--- config.mk ---
export PLATFORM = sky130hd
export DESIGN_NAME = bp_be_clint_ctrl
export DESIGN_NICKNAME = d
export VERILOG_FILES = /design/src/rtl/bp_be_pkg.sv /design/src/rtl/bp_be_mtime_counter.sv /design/src/rtl/bp_be_clint_ctrl.sv
export SDC_FILE = /design/constraint.sdc
export NUM_CORES = 1
export LEC_CHECK = 0
export BUFFER_PORTS_ARGS = -buffer_cell sky130_fd_sc_hd__clkbuf_2
export CAP_MARGIN = 20
export CORE_ASPECT_RATIO = 1.1
export CORE_MARGIN = 3
export CORE_UTILIZATION = 61
export CTS_BUF_LIST = sky130_fd_sc_hd__clkbuf_8
export CTS_CLUSTER_DIAMETER = 50
export CTS_CLUSTER_SIZE = 28
export DETAILED_ROUTE_END_ITERATION = 12
export GPL_ROUTABILITY_DRIVEN = 0
export PLACE_DENSITY_LB_ADDON = 0.25
export SKIP_LAST_GASP = 1
export SLEW_MARGIN = 15
export SYNTH_ARGS = -nofsm -noshare
export SYNTH_HDL_FRONTEND = slang
export SYNTH_HIERARCHICAL = 1
export SYNTH_SLANG_ARGS = --single-unit
--- constraint.sdc ---
create_clock -name clk_i -period 6 [get_ports clk_i]
set_input_delay 0.3 -clock clk_i [delete_from_list [all_inputs] [get_ports clk_i]]
set_output_delay 0.3 -clock clk_i [all_outputs]
set_load 0.05 [all_outputs]
--- src/rtl/bp_be_pkg.sv ---
// Backend shared definitions: CLINT MMIO address map and controller FSM states.
package bp_be_pkg;

  localparam logic [38:0] bp_mmio_mtime_addr_gp         = 39'h6f_ffff_0000;
  localparam logic [38:0] bp_mmio_mtimecmp_base_addr_gp = 39'h6f_ffff_0100;
  localparam logic [38:0] bp_mmio_msoftint_base_addr_gp = 39'h6f_ffff_0200;
  localparam int          bp_mmio_clint_stride_gp       = 8;

  typedef enum logic {
    e_idle = 1'b0,
    e_resp = 1'b1
  } bp_be_clint_state_e;

endpackage

--- src/rtl/bp_be_mtime_counter.sv ---
// Free-running mtime counter with a divide-by-div_p prescaler and a load port.
module bp_be_mtime_counter
  import bp_be_pkg::*;
#(
  parameter int width_p = 64,
  parameter int div_p   = 8
) (
  input  logic               clk_i,
  input  logic               reset_i,
  input  logic               ld_v_i,
  input  logic [width_p-1:0] ld_data_i,
  output logic [width_p-1:0] mtime_o,
  output logic               tick_o
);

  localparam int presc_w_lp = (div_p > 1) ? $clog2(div_p) : 1;
  localparam logic [presc_w_lp-1:0] presc_max_lp = presc_w_lp'(div_p - 1);

  logic [presc_w_lp-1:0] presc_q, presc_d;
  logic [width_p-1:0]    mtime_q, mtime_d;

  assign tick_o  = (presc_q == presc_max_lp);
  assign mtime_o = mtime_q;

  // A software load wins over a tick landing on the same edge.
  always_comb begin
    presc_d = tick_o ? '0 : presc_q + 1'b1;
    mtime_d = tick_o ? mtime_q + 1'b1 : mtime_q;
    if (ld_v_i) begin
      presc_d = '0;
      mtime_d = ld_data_i;
    end
  end

  always_ff @(posedge clk_i or posedge reset_i) begin
    if (reset_i) begin
      presc_q <= '0;
      mtime_q <= '0;
    end else begin
      presc_q <= presc_d;
      mtime_q <= mtime_d;
    end
  end

endmodule

--- src/rtl/bp_be_clint_ctrl.sv ---
// Machine-mode CLINT: mtime, per-hart mtimecmp/msip, single-beat MMIO access and
// level timer/software interrupt outputs.
module bp_be_clint_ctrl
  import bp_be_pkg::*;
#(
  parameter int num_hart_p    = 1,
  parameter int paddr_width_p = 39,
  parameter int dword_width_p = 64,
  parameter int mtime_div_p   = 8
) (
  input  logic                     clk_i,
  input  logic                     reset_i,
  // Request/response: a beat moves when valid and ready/yumi are both high.
  input  logic                     req_v_i,
  output logic                     req_ready_o,
  input  logic                     req_w_i,
  input  logic [paddr_width_p-1:0] req_addr_i,
  input  logic [dword_width_p-1:0] req_data_i,
  output logic                     resp_v_o,
  output logic [dword_width_p-1:0] resp_data_o,
  output logic                     resp_err_o,
  input  logic                     resp_yumi_i,
  output logic [num_hart_p-1:0]    timer_irq_o,
  output logic [num_hart_p-1:0]    soft_irq_o,
  output bp_be_clint_state_e       state_o
);

  localparam int hart_w_lp    = (num_hart_p > 1) ? $clog2(num_hart_p) : 1;
  localparam int stride_lg_lp = $clog2(bp_mmio_clint_stride_gp);
  localparam logic [paddr_width_p-1:0] mtime_addr_lp = paddr_width_p'(bp_mmio_mtime_addr_gp);
  localparam logic [paddr_width_p-1:0] cmp_base_lp   = paddr_width_p'(bp_mmio_mtimecmp_base_addr_gp);
  localparam logic [paddr_width_p-1:0] sip_base_lp   = paddr_width_p'(bp_mmio_msoftint_base_addr_gp);
  localparam logic [paddr_width_p-1:0] region_lp     =
    paddr_width_p'(num_hart_p * bp_mmio_clint_stride_gp);

  bp_be_clint_state_e state_q, state_d;

  logic [dword_width_p-1:0] mtimecmp_q [num_hart_p];
  logic [dword_width_p-1:0] mtimecmp_d [num_hart_p];
  logic [num_hart_p-1:0]    msip_q, msip_d;
  logic [num_hart_p-1:0]    timer_irq_q, timer_irq_d;
  logic [dword_width_p-1:0] resp_data_q, resp_data_d;
  logic                     resp_err_q, resp_err_d;

  logic [dword_width_p-1:0] mtime;
  logic                     mtime_tick_unused;
  logic [paddr_width_p-1:0] cmp_off, sip_off;
  logic [hart_w_lp-1:0]     cmp_idx, sip_idx;
  logic                     mtime_hit, cmp_hit, sip_hit, hit;
  logic                     xfer, store_v;
  logic [dword_width_p-1:0] rdata;

  // Per-hart windows must be in range and stride-aligned; anything else is an error.
  assign cmp_off   = req_addr_i - cmp_base_lp;
  assign sip_off   = req_addr_i - sip_base_lp;
  assign mtime_hit = (req_addr_i == mtime_addr_lp);
  assign cmp_hit   = (req_addr_i >= cmp_base_lp) && (cmp_off < region_lp)
                     && (cmp_off[stride_lg_lp-1:0] == '0);
  assign sip_hit   = (req_addr_i >= sip_base_lp) && (sip_off < region_lp)
                     && (sip_off[stride_lg_lp-1:0] == '0);
  assign cmp_idx   = cmp_off[stride_lg_lp +: hart_w_lp];
  assign sip_idx   = sip_off[stride_lg_lp +: hart_w_lp];
  assign hit       = mtime_hit | cmp_hit | sip_hit;

  assign req_ready_o = (state_q == e_idle);
  assign xfer        = req_v_i & req_ready_o;
  assign store_v     = xfer & req_w_i;

  bp_be_mtime_counter #(
    .width_p(dword_width_p),
    .div_p  (mtime_div_p)
  ) u_mtime (
    .clk_i    (clk_i),
    .reset_i  (reset_i),
    .ld_v_i   (store_v & mtime_hit),
    .ld_data_i(req_data_i),
    .mtime_o  (mtime),
    .tick_o   (mtime_tick_unused)
  );

  always_comb begin
    rdata = '0;
    if (mtime_hit)    rdata = mtime;
    else if (cmp_hit) rdata = mtimecmp_q[cmp_idx];
    else if (sip_hit) rdata = dword_width_p'(msip_q[sip_idx]);
  end

  always_comb begin
    state_d = state_q;
    case (state_q)
      e_idle:  if (req_v_i) state_d = e_resp;
      e_resp:  if (resp_yumi_i) state_d = e_idle;
      default: state_d = e_idle;
    endcase
  end

  // Load data is captured from pre-edge register contents, so same-cycle updates are not seen.
  always_comb begin
    mtimecmp_d  = mtimecmp_q;
    msip_d      = msip_q;
    resp_data_d = resp_data_q;
    resp_err_d  = resp_err_q;
    if (store_v && cmp_hit) mtimecmp_d[cmp_idx] = req_data_i;
    if (store_v && sip_hit) msip_d[sip_idx] = req_data_i[0];
    if (xfer) begin
      resp_data_d = req_w_i ? '0 : rdata;
      resp_err_d  = ~hit;
    end
    for (int h = 0; h < num_hart_p; h++) begin
      timer_irq_d[h] = (mtime >= mtimecmp_q[h]);
    end
  end

  always_ff @(posedge clk_i or posedge reset_i) begin
    if (reset_i) begin
      state_q     <= e_idle;
      msip_q      <= '0;
      timer_irq_q <= '0;
      resp_data_q <= '0;
      resp_err_q  <= 1'b0;
      for (int h = 0; h < num_hart_p; h++) begin
        mtimecmp_q[h] <= '1;
      end
    end else begin
      state_q     <= state_d;
      msip_q      <= msip_d;
      timer_irq_q <= timer_irq_d;
      resp_data_q <= resp_data_d;
      resp_err_q  <= resp_err_d;
      mtimecmp_q  <= mtimecmp_d;
    end
  end

  assign resp_v_o    = (state_q == e_resp);
  assign resp_data_o = resp_data_q;
  assign resp_err_o  = resp_err_q;
  assign timer_irq_o = timer_irq_q;
  assign soft_irq_o  = msip_q;
  assign state_o     = state_q;

endmodule

==> results of run 1 <==
registers in the layout, summed over array words and instances (netlist names):
name	cells
u_mtime/presc_q	3
mtimecmp_q	64
resp_err_o	1
resp_v_o	1
soft_irq_o	1
resp_data_o	64
u_mtime/mtime_o	64
timer_irq_o	1
logic make-up (layout without fill, tap and decap cells):
kind of cell | count (synthesis) | in the layout | synth area share
buf+inv | 149 | 302 | 0.05434
simple gates | 402 | 402 | 0.1842
xor+xnor | 48 | 48 | 0.03387
compound gates | 313 | 313 | 0.1821
mux | 76 | 76 | 0.06825
fa+ha+maj | 69 | 69 | 0.06956
flops | 199 | 199 | 0.4077
through the flow:
step / instances / power [W] / worst slack, ns / cell area [um2] / utilization
after floorplan: 1256 / 0.001469 / 2.280 / 12410 / -
after global placement: 1627 / 0.001550 / 2.581 / 13350 / 0.6697
after detailed placement: 1628 / 0.001553 / 2.369 / 13350 / 0.6700
after CTS: 1661 / 0.002436 / 2.779 / 13760 / 0.6905
after global routing: 1661 / 0.002501 / 2.482 / 13760 / 0.6905
final: 1661 / 0.002417 / 2.798 / 13760 / 0.6905
critical path, delay by kind of cell, from the launching register on:
kind	cells	cell delay (ns)
AND/OR/NAND/NOR	2	0.62
multiplexers	1	0.33
buffers and inverters	5	1.65
flip-flops	1	0.40
synthesized netlist by cell type, types with 7 or more instances:
library cell | instances | share of area
a21oi_1 | 26 | 0.010
ha_1 | 69 | 0.070
a21o_1 | 83 | 0.050
xnor2_1 | 22 | 0.016
o31ai_1 | 18 | 0.011
mux2_2 | 36 | 0.033
or3_1 | 10 | 0.0050
nor3_1 | 17 | 0.0069
nand3_1 | 57 | 0.023
nand4_1 | 58 | 0.029
and4_1 | 13 | 0.0092
a31oi_1 | 24 | 0.012
inv_1 | 78 | 0.024
mux2_1 | 33 | 0.030
and2_1 | 8 | 0.0040
nor2b_1 | 10 | 0.0050
clkbuf_1 | 45 | 0.014
or4_1 | 19 | 0.011
nand2_1 | 87 | 0.026
mux2i_1 | 7 | 0.0056
o21ai_0 | 55 | 0.022
nor4_1 | 17 | 0.0086
nor2_1 | 51 | 0.015
o211ai_1 | 9 | 0.0054
dfstp_2 | 64 | 0.14
buf_6 | 13 | 0.012
a22o_1 | 64 | 0.045
buf_2 | 7 | 0.0028
dfrtp_1 | 135 | 0.27
xor2_1 | 26 | 0.018
and3_1 | 19 | 0.0096
layout by cell type (no fill, tap or decap), types with 5 or more instances in the layout:
| master | count |
|---|---|
| a21oi_1 | 26 |
| nor4_1 | 17 |
| a21o_1 | 83 |
| clkbuf_2 | 177 |
| inv_1 | 77 |
| mux2_1 | 33 |
| inv_6 | 6 |
| xnor2_1 | 22 |
| dfstp_2 | 64 |
| nor3_1 | 16 |
| nor2_1 | 51 |
| nor2b_1 | 10 |
| o211ai_1 | 9 |
| and3_1 | 19 |
| or3_1 | 10 |
| ha_1 | 69 |
| o21ai_0 | 55 |
| nand4_1 | 58 |
| o31ai_1 | 18 |
| and2_1 | 8 |
| a22o_1 | 64 |
| and4_1 | 13 |
| mux2i_1 | 7 |
| dfrtp_1 | 135 |
| a211oi_1 | 5 |
| nand2_1 | 86 |
| nand3_1 | 57 |
| or4_1 | 19 |
| a31oi_1 | 24 |
| xor2_1 | 26 |
| buf_4 | 13 |
| clkbuf_8 | 17 |
| nor4b_1 | 5 |
| mux2_2 | 36 |
metal layers:
| layer | global-route usage | share of wire | up-vias |
|---|---|---|---|
| met5 | 0 | 0 | - |
| met4 | 0.09186 | 0.020 | 0 |
| li1 | - | - | 4946 |
| met3 | 0.04169 | 0.064 | 51 |
| met1 | 0.4054 | 0.43 | 5225 |
| met2 | 0.4823 | 0.49 | 452 |
cell type report:
class,count,area [um2]
fill,1578,6168
sequential,199,5060
timing repair buffer,192,998.5
tap,252,315.3
inverter,78,295.3
clock buffer,17,234.0
multi-input combinational,908,6695
clock inverter,15,165.2
power by group:
part           switching [W]  internal [W]  total (W)
sequential        0.00000131       0.00135    0.00135
combinational       0.000132     0.0000519   0.000184
clock               0.000505      0.000382   0.000886
total               0.000638       0.00178    0.00242
worst paths after layout:
kind                               startpoint                   to  slack [ns]  cells after the start
setup / recovery                     resp_v_o  u_mtime/mtime_o[41]        2.80                      8
hold / removal                 req_data_i[27]  u_mtime/mtime_o[27]        0.04                      3
setup reg to reg                     resp_v_o  u_mtime/mtime_o[41]        2.80                      8
hold reg to reg            u_mtime/presc_q[0]   u_mtime/presc_q[0]        0.44                      1
max in group asynchronous             reset_i       resp_data_o[7]        4.63                      3
min in group asynchronous             reset_i      resp_data_o[21]        0.05                      2
==> impl_metrics.tcl, run 1 <==
set metrics [dict create \
    yosys.cell_types.count 74 \
    ys.warnings.count 6 \
    critPathMaxStageDelay_ns 0.63 \
    nNetsFinal 1573 \
    start_util 0.6227 \
    slew_headroom 0.3629 \
    status "completed" \
    rows 54 \
    syn_nets 1433 \
    vdd_drop_max_mv 0.1783 \
    grt_pass1_vias 10290 \
    grtUsageTotal 0.2935 \
    p_leak_nw 6.485 \
    cts_tree "yes" \
    critical_path_required_ns 6.37 \
    fin_skew_ns 0.01408 \
    vias 10670 \
    arrival_ns 3.57 \
    worst_path_most_repeated_cell "buf_4" \
    antenna_found_initial 0 \
    die-area_mm2 0.02210 \
    netlist_instances 1256 \
    post-route-min-period_ns 3.202 \
    vias_per_cell 6.426 \
    drt-wirelength-per-cell_um 19.35 \
    post_cts_resized 0 \
    synth_edf_count 0 \
    areaGrowthSynthToFinish_pct 10.90 \
    io_buffers 177 \
    crit_type "flip-flop to flip-flop" \
    antenna_cells 0 \
    start_kind "flip-flop" \
    drt_first_pass_iters 7 \
    ant_nets 0 \
    clk_latency_ns 0.48 \
    cts_buffer_depth 2 \
    whs_ns 0.04101 \
    slew_viol_final 0 \
    wl_mm 32.14 \
    hold_path_class "primary input to flip-flop" \
    drc 0 \
    fin_tns_setup_ns 0 \
    seq_area_frac_synth 0.4077 \
    critical_path.cell_chain "inv_1 -> nand2_2 -> buf_4 -> nor3_2 -> buf_4 -> inv_1 -> buf_4 -> mux2_2" \
    numCtsBuffers 17 \
    cts-root-buf "clkbuf_8" \
    drt_iter0_drc 822 \
    worstMarginPinSlew_ns 0.9556 \
    maxCapViolations 0 \
    rsz0062_at_grt "no" \
    syn_area_mm2 0.01241 \
    synth-seq-cells 199 \
    coreArea_mm2 0.01993 \
    power_density_mw_per_mm2 175.6 \
    dieWidth_um 142 \
    path_max_fanout 90 \
    end_kind "flip-flop" \
    fin_crit_sh 0.5336 \
    htreeDepth 4 \
    drive_above_1_share 0.2498 \
    clk_pin_slew_ns 0.11 \
    ios 178 \
    grt_start_max_net_pins 91 \
    globalRouteOverflowTotal 0 \
    max_clock_freq_ghz 0.3123 \
    die_y_um 155.6 \
    synthFlopType "dfrtp_1" \
    finalSetupViolCount 0 \
    postCtsSetupRepairBufs 0 \
    dp_hpwl_mm 22.76 \
    synth.avg_cell_area_um2 9.881 \
    postCtsHoldBufs 1 \
    grt_pass1_wl_mm 52.85 \
    cp_slowest_cell "buf_4" \
    hold_viol_final 0 \
    async_flop_share 1.000 \
    clock-sinks 199 \
]
Note: power is estimated with default switching activity, not from simulation.
==> inputs of run 2 (changes only) <==
--- a/config.mk
+++ b/config.mk
@@ -9,7 +9,7 @@
 export CAP_MARGIN = 20
 export CORE_ASPECT_RATIO = 1.1
 export CORE_MARGIN = 3
-export CORE_UTILIZATION = 61
+export CORE_UTILIZATION = 60
 export CTS_BUF_LIST = sky130_fd_sc_hd__clkbuf_8
 export CTS_CLUSTER_DIAMETER = 50
 export CTS_CLUSTER_SIZE = 28
==> constraint.sdc (replaced) <==
create_clock -name clk_i -period 2.98 [get_ports clk_i]
set_input_delay 0.149 -clock clk_i [delete_from_list [all_inputs] [get_ports clk_i]]
set_output_delay 0.149 -clock clk_i [all_outputs]
set_load 0.05 [all_outputs]
==> run 2 against run 1 <==
Setup slack worse by 2.5 ns. Flip-flop and latch count unchanged. Non-clock buffer count up 104. Via count up 5.1%. Combinational power rose to 2.5 times the previous value. Maximum frequency up 17%. Die area up 1.6%. Register-to-register slack worse by 2.5 ns. Clock power up 110%. Global-route usage up 1.4 points. Wire length up 6.6%.
==> impl_metrics.tcl, run 2 (synthesis results as in run 1) <==
set metrics [dict create \
    cts_tree "yes" \
    nNetsFinal 1677 \
    critPathMaxStageDelay_ns 0.56 \
    end_kind "flip-flop" \
    areaGrowthSynthToFinish_pct 19.68 \
    rsz0062_at_grt "no" \
    post-route-min-period_ns 2.728 \
    io_buffers 177 \
    ios 178 \
    status "completed" \
    numCtsBuffers 17 \
    n_fill_cell 1384 \
    final_common_cell "clkbuf_2" \
    drt_iter0_drc 951 \
    htreeDepth 4 \
    critical_path_required_ns 3.31 \
    cp_slowest_cell "dfstp_2" \
    grt_pass1_vias 11080 \
    slew_headroom 0.4181 \
    postCtsSetupRepairBufs 0 \
    vias_per_cell 6.355 \
    clock-sinks 199 \
    hold_path_class "primary input to flip-flop" \
    post_cts_resized 0 \
    grt_pass1_wl_mm 55.61 \
    clk_latency_ns 0.47 \
    worst_path_most_repeated_cell "a21o_1" \
    final_cell_mix "177 x clkbuf_2, 134 x dfrtp_1, 86 x nand2_1, 83 x a21o_1, 77 x inv_1" \
    maxCapViolations 0 \
    fin_util 0.7402 \
    grtUsageTotal 0.3076 \
    drt_first_pass_iters 6 \
    dieWidth_um 143.1 \
    max_clock_freq_ghz 0.3665 \
    fin_crit_sh 0.9155 \
    ant_nets 0 \
    clk_pin_slew_ns 0.10 \
    fin_skew_ns 0.01607 \
    worstMarginPinSlew_ns 0.8710 \
    coreArea_mm2 0.02007 \
    multi_input_area_mm2 0.006695 \
    cts-root-buf "clkbuf_8" \
    drc 0 \
    drive_above_1_share 0.2591 \
    path_max_fanout 3 \
    p_leak_nw 6.970 \
    die-area_mm2 0.02245 \
    cts_buffer_depth 2 \
    die_y_um 156.8 \
    wl_mm 34.27 \
    antenna_cells 0 \
    finalSetupViolCount 0 \
    drt-wirelength-per-cell_um 19.42 \
    start_kind "flip-flop" \
    vdd_drop_max_mv 0.2744 \
    critical_path.cell_chain "inv_1 -> ha_1 -> a21o_1 -> a21o_1 -> a21oi_1 -> o221a_2 -> o31ai_1 -> a211o_1 -> a31oi_1 -> o21bai_1" \
    globalRouteOverflowTotal 0 \
    crit_type "flip-flop to flip-flop" \
    vias 11220 \
    grt_start_max_net_pins 71 \
    rows 54 \
    power_density_mw_per_mm2 339.0 \
    start_util 0.6185 \
    regArea_mm2 0.005061 \
    antenna_found_initial 0 \
    fin_tns_setup_ns 0 \
    hold_viol_final 0 \
    arrival_ns 3.06 \
    whs_ns 0.2683 \
    dp_hpwl_mm 24.18 \
    slew_viol_final 0 \
]
## run 2: cell count changes in the layout (fill, tap and decap cells not counted)
| cell | change |
|---|---|
| clkinv_4 | +1 |
| clkinvlp_4 | +5 |
| buf_2 | -1 |
| dlygate4sd3_1 | +65 |
| dfrtp_1 | -1 |
| inv_4 | -1 |
| buf_12 | +9 |
| dfrtp_2 | +1 |
| inv_6 | -5 |
| clkinv_2 | -2 |
| clkbuf_8 | +1 |
| bufinv_16 | +1 |
| buf_4 | +31 |
## run 2: final timing paths
path                                    start                  end  slack (ns)  cells past startpoint
setup reg to reg                mtimecmp_q[5]          timer_irq_o        0.25                     10
setup / recovery                mtimecmp_q[5]          timer_irq_o        0.25                     10
hold / removal                        req_v_i           resp_err_o        0.27                      5
min in group asynchronous             reset_i  u_mtime/mtime_o[24]        0.41                      3
max in group asynchronous             reset_i       mtimecmp_q[46]        1.76                      4
hold reg to reg            u_mtime/presc_q[0]   u_mtime/presc_q[0]        0.45                      1
## run 2: final cells by class
type | count | share of cell area
sequential | 199 | 0.3407
timing repair buffer | 296 | 0.1385
clock inverter | 14 | 0.01188
multi-input combinational | 908 | 0.4508
clock buffer | 18 | 0.01668
inverter | 78 | 0.02022
tap | 252 | 0.02123
## run 2: layer usage
metal / share of wire / vias to the layer above / wire length [um] / track usage
met5: 0 / - / 0 / 0
met4: 0.029 / 0 / 977 / 0.1046
met3: 0.068 / 102 / 2323 / 0.04401
met2: 0.48 / 522 / 16610 / 0.5206
met1: 0.42 / 5427 / 14360 / 0.4067
li1: - / 5166 / - / -
## run 2: where the power goes
part	internal (W)	switching, W
sequential	0.00271	0.00000438
combinational	0.000178	0.000288
clock	0.000862	0.000995
total	0.00375	0.00129
## run 2: timing repair
action	CTS	global route
endpoints found under the setup margin	0	0
hold endpoints to repair	178	0
hold buffers	66	0
## run 2: stage by stage
stage | worst slack [ns] | instance area [um2] | total power [W] | cells
floorplan | 0.08143 | 12420 | 0.002960 | 1256
global placement | -0.05772 | 13770 | 0.003147 | 1667
detailed placement | -0.09065 | 13770 | 0.003152 | 1667
CTS | 0.2747 | 14850 | 0.005054 | 1765
global route | 0.08860 | 14850 | 0.005196 | 1765
finish | 0.2517 | 14850 | 0.005035 | 1765
## run 2: worst max-delay path, delay by kind of cell (launching register included)
| family | cells | cell delay, ns |
|---|---|---|
| buf+inv | 1 | 0.04 |
| flops | 1 | 0.56 |
| compound gates | 8 | 1.69 |
| fa+ha+maj | 1 | 0.30 |
==> inputs of run 3 (changes only) <==
--- a/config.mk
+++ b/config.mk
@@ -15,6 +15,7 @@
 export CTS_CLUSTER_SIZE = 28
 export DETAILED_ROUTE_END_ITERATION = 12
 export GPL_ROUTABILITY_DRIVEN = 0
+export MAX_ROUTING_LAYER = met4
 export PLACE_DENSITY_LB_ADDON = 0.25
 export SKIP_LAST_GASP = 1
 export SLEW_MARGIN = 15
==> run 3 against run 2 <==
Worst hold slack better by 0.0037 ns. Sequential share of layout area stayed put. First-iteration DRC count is 6.9% higher. Via count is 0.20% higher. Core utilization stayed put. Cell count stayed put. Total power hardly changed. Setup slack worse by 0.0062 ns. Critical path depth stayed put. Global-route usage is 0.94 points higher. Register-to-register slack hardly changed.
==> impl_metrics.tcl, run 3 (synthesis results as in run 1) <==
set metrics [dict create \
    p_leak_nw 6.970 \
    dpl.cell_count 1667 \
    fin_crit_sh 0.9176 \
    fin_skew_ns 0.01581 \
    reg2reg_slack_ns 0.25 \
    vdd_drop_max_mv 0.2728 \
    regArea_mm2 0.005061 \
    slew_viol_final 0 \
    ios 178 \
    reg2reg_depth 10 \
    maxCapViolations 0 \
    grtUsageTotal 0.3169 \
    r2r_end "timer_irq_o" \
    worstMarginPinSlew_ns 0.8737 \
    arrival_ns 3.07 \
    antenna_cells 0 \
    clk_pin_slew_ns 0.10 \
    hold_path_class "primary input to flip-flop" \
    path_max_fanout 3 \
    die-area_mm2 0.02245 \
    endpoint "timer_irq_o" \
    cts-root-buf "clkbuf_8" \
    drc 0 \
    grt_pass1_vias 11060 \
    slew_headroom 0.4163 \
    hold_start "req_v_i" \
    hold_viol_final 0 \
    clk_latency_ns 0.47 \
    die_y_um 156.8 \
    drt_iter0_drc 1017 \
    rows 54 \
    start_kind "flip-flop" \
    postCtsSetupRepairBufs 0 \
    power_w 0.005038 \
    io_buffers 177 \
    crit-reg2reg-launch "mtimecmp_q[5]" \
    max_clock_freq_ghz 0.3657 \
    n_fill_cell 1384 \
    ant_nets 0 \
    fin_tns_setup_ns 0 \
    final_cell_mix "177 x clkbuf_2, 134 x dfrtp_1, 86 x nand2_1, 83 x a21o_1, 77 x inv_1" \
    cts_buffer_depth 2 \
    wl_mm 34.35 \
    areaGrowthSynthToFinish_pct 19.68 \
    vias_per_cell 6.368 \
    dp_hpwl_mm 24.18 \
    htreeDepth 4 \
    vias 11240 \
    grt_start_max_net_pins 71 \
    clock-sinks 199 \
    cts_tree "yes" \
    rsz0062_at_grt "no" \
    end_kind "flip-flop" \
    nNetsFinal 1677 \
    critical_path_required_ns 3.31 \
    multi_input_area_mm2 0.006695 \
    final_common_cell "clkbuf_2" \
    stdcell_count 1765 \
    dieWidth_um 143.1 \
    power_density_mw_per_mm2 339.2 \
    drt_first_pass_iters 6 \
    fin_area_mm2 0.01485 \
    status "completed" \
    crit_start "mtimecmp_q[5]" \
    post-route-min-period_ns 2.734 \
    drt-wirelength-per-cell_um 19.46 \
    placedInstanceArea_mm2 0.01377 \
    numCtsBuffers 17 \
    drive_above_1_share 0.2591 \
    globalRouteOverflowTotal 0 \
    finalSetupViolCount 0 \
    crit_type "flip-flop to flip-flop" \
    grt_pass1_wl_mm 55.65 \
    start_util 0.6185 \
    antenna_found_initial 0 \
    coreArea_mm2 0.02007 \
]
run 3: power by group:
group | switching (W) | internal, W
logic | 0.000288 | 0.000178
clock network | 0.000996 | 0.000863
registers | 0.00000452 | 0.00271
total | 0.00129 | 0.00375
run 3: metrics by stage:
step	setup slack [ns]	hold slack (ns)	util
finish	0.2455	0.2720	0.7402
global route	0.08858	0.2747	0.7402
CTS	0.2747	0.2364	0.7402
detailed placement	-0.09065	0.3307	0.6861
global placement	-0.05772	0.3276	0.6861
floorplan	0.08143	0.2418	-
run 3: routing by layer:
layer | part of all wire | global-route usage
met1 | 0.42 | 0.4083
met4 | 0.025 | 0.1000
met5 | 0 | -
met3 | 0.072 | 0.04248
met2 | 0.49 | 0.5222
run 3: worst min-delay path by stage:
stage,end,slack [ns],cells past startpoint
floorplan,resp_v_o,0.24,1
global placement,resp_v_o,0.33,2
detailed placement,resp_v_o,0.33,2
CTS,resp_err_o,0.24,5
global route,resp_err_o,0.27,5
finish,resp_err_o,0.27,5
run 3: timing repair:
action	4_1_cts	5_1_grt
endpoints found under the hold margin	178	0
gates resized for setup	0	0
hold buffers	66	0
run 3: worst max-delay path, cell delays in order (launching register included):
cell and delay, ns:
dfstp_2 0.55, inv_1 0.04, ha_1 0.30, a21o_1 0.16
a21o_1 0.16, a21oi_1 0.22, o221a_2 0.23, o31ai_1 0.10
a211o_1 0.35, a31oi_1 0.32, o21bai_1 0.17
run 3: cell type report:
cell class / count / area share
Clock buffer: 18 / 0.01668
Clock inverter: 14 / 0.01188
Inverter: 78 / 0.02022
Multi-Input combinational cell: 908 / 0.4508
Sequential cell: 199 / 0.3407
Tap cell: 252 / 0.02123
Timing Repair Buffer: 296 / 0.1385
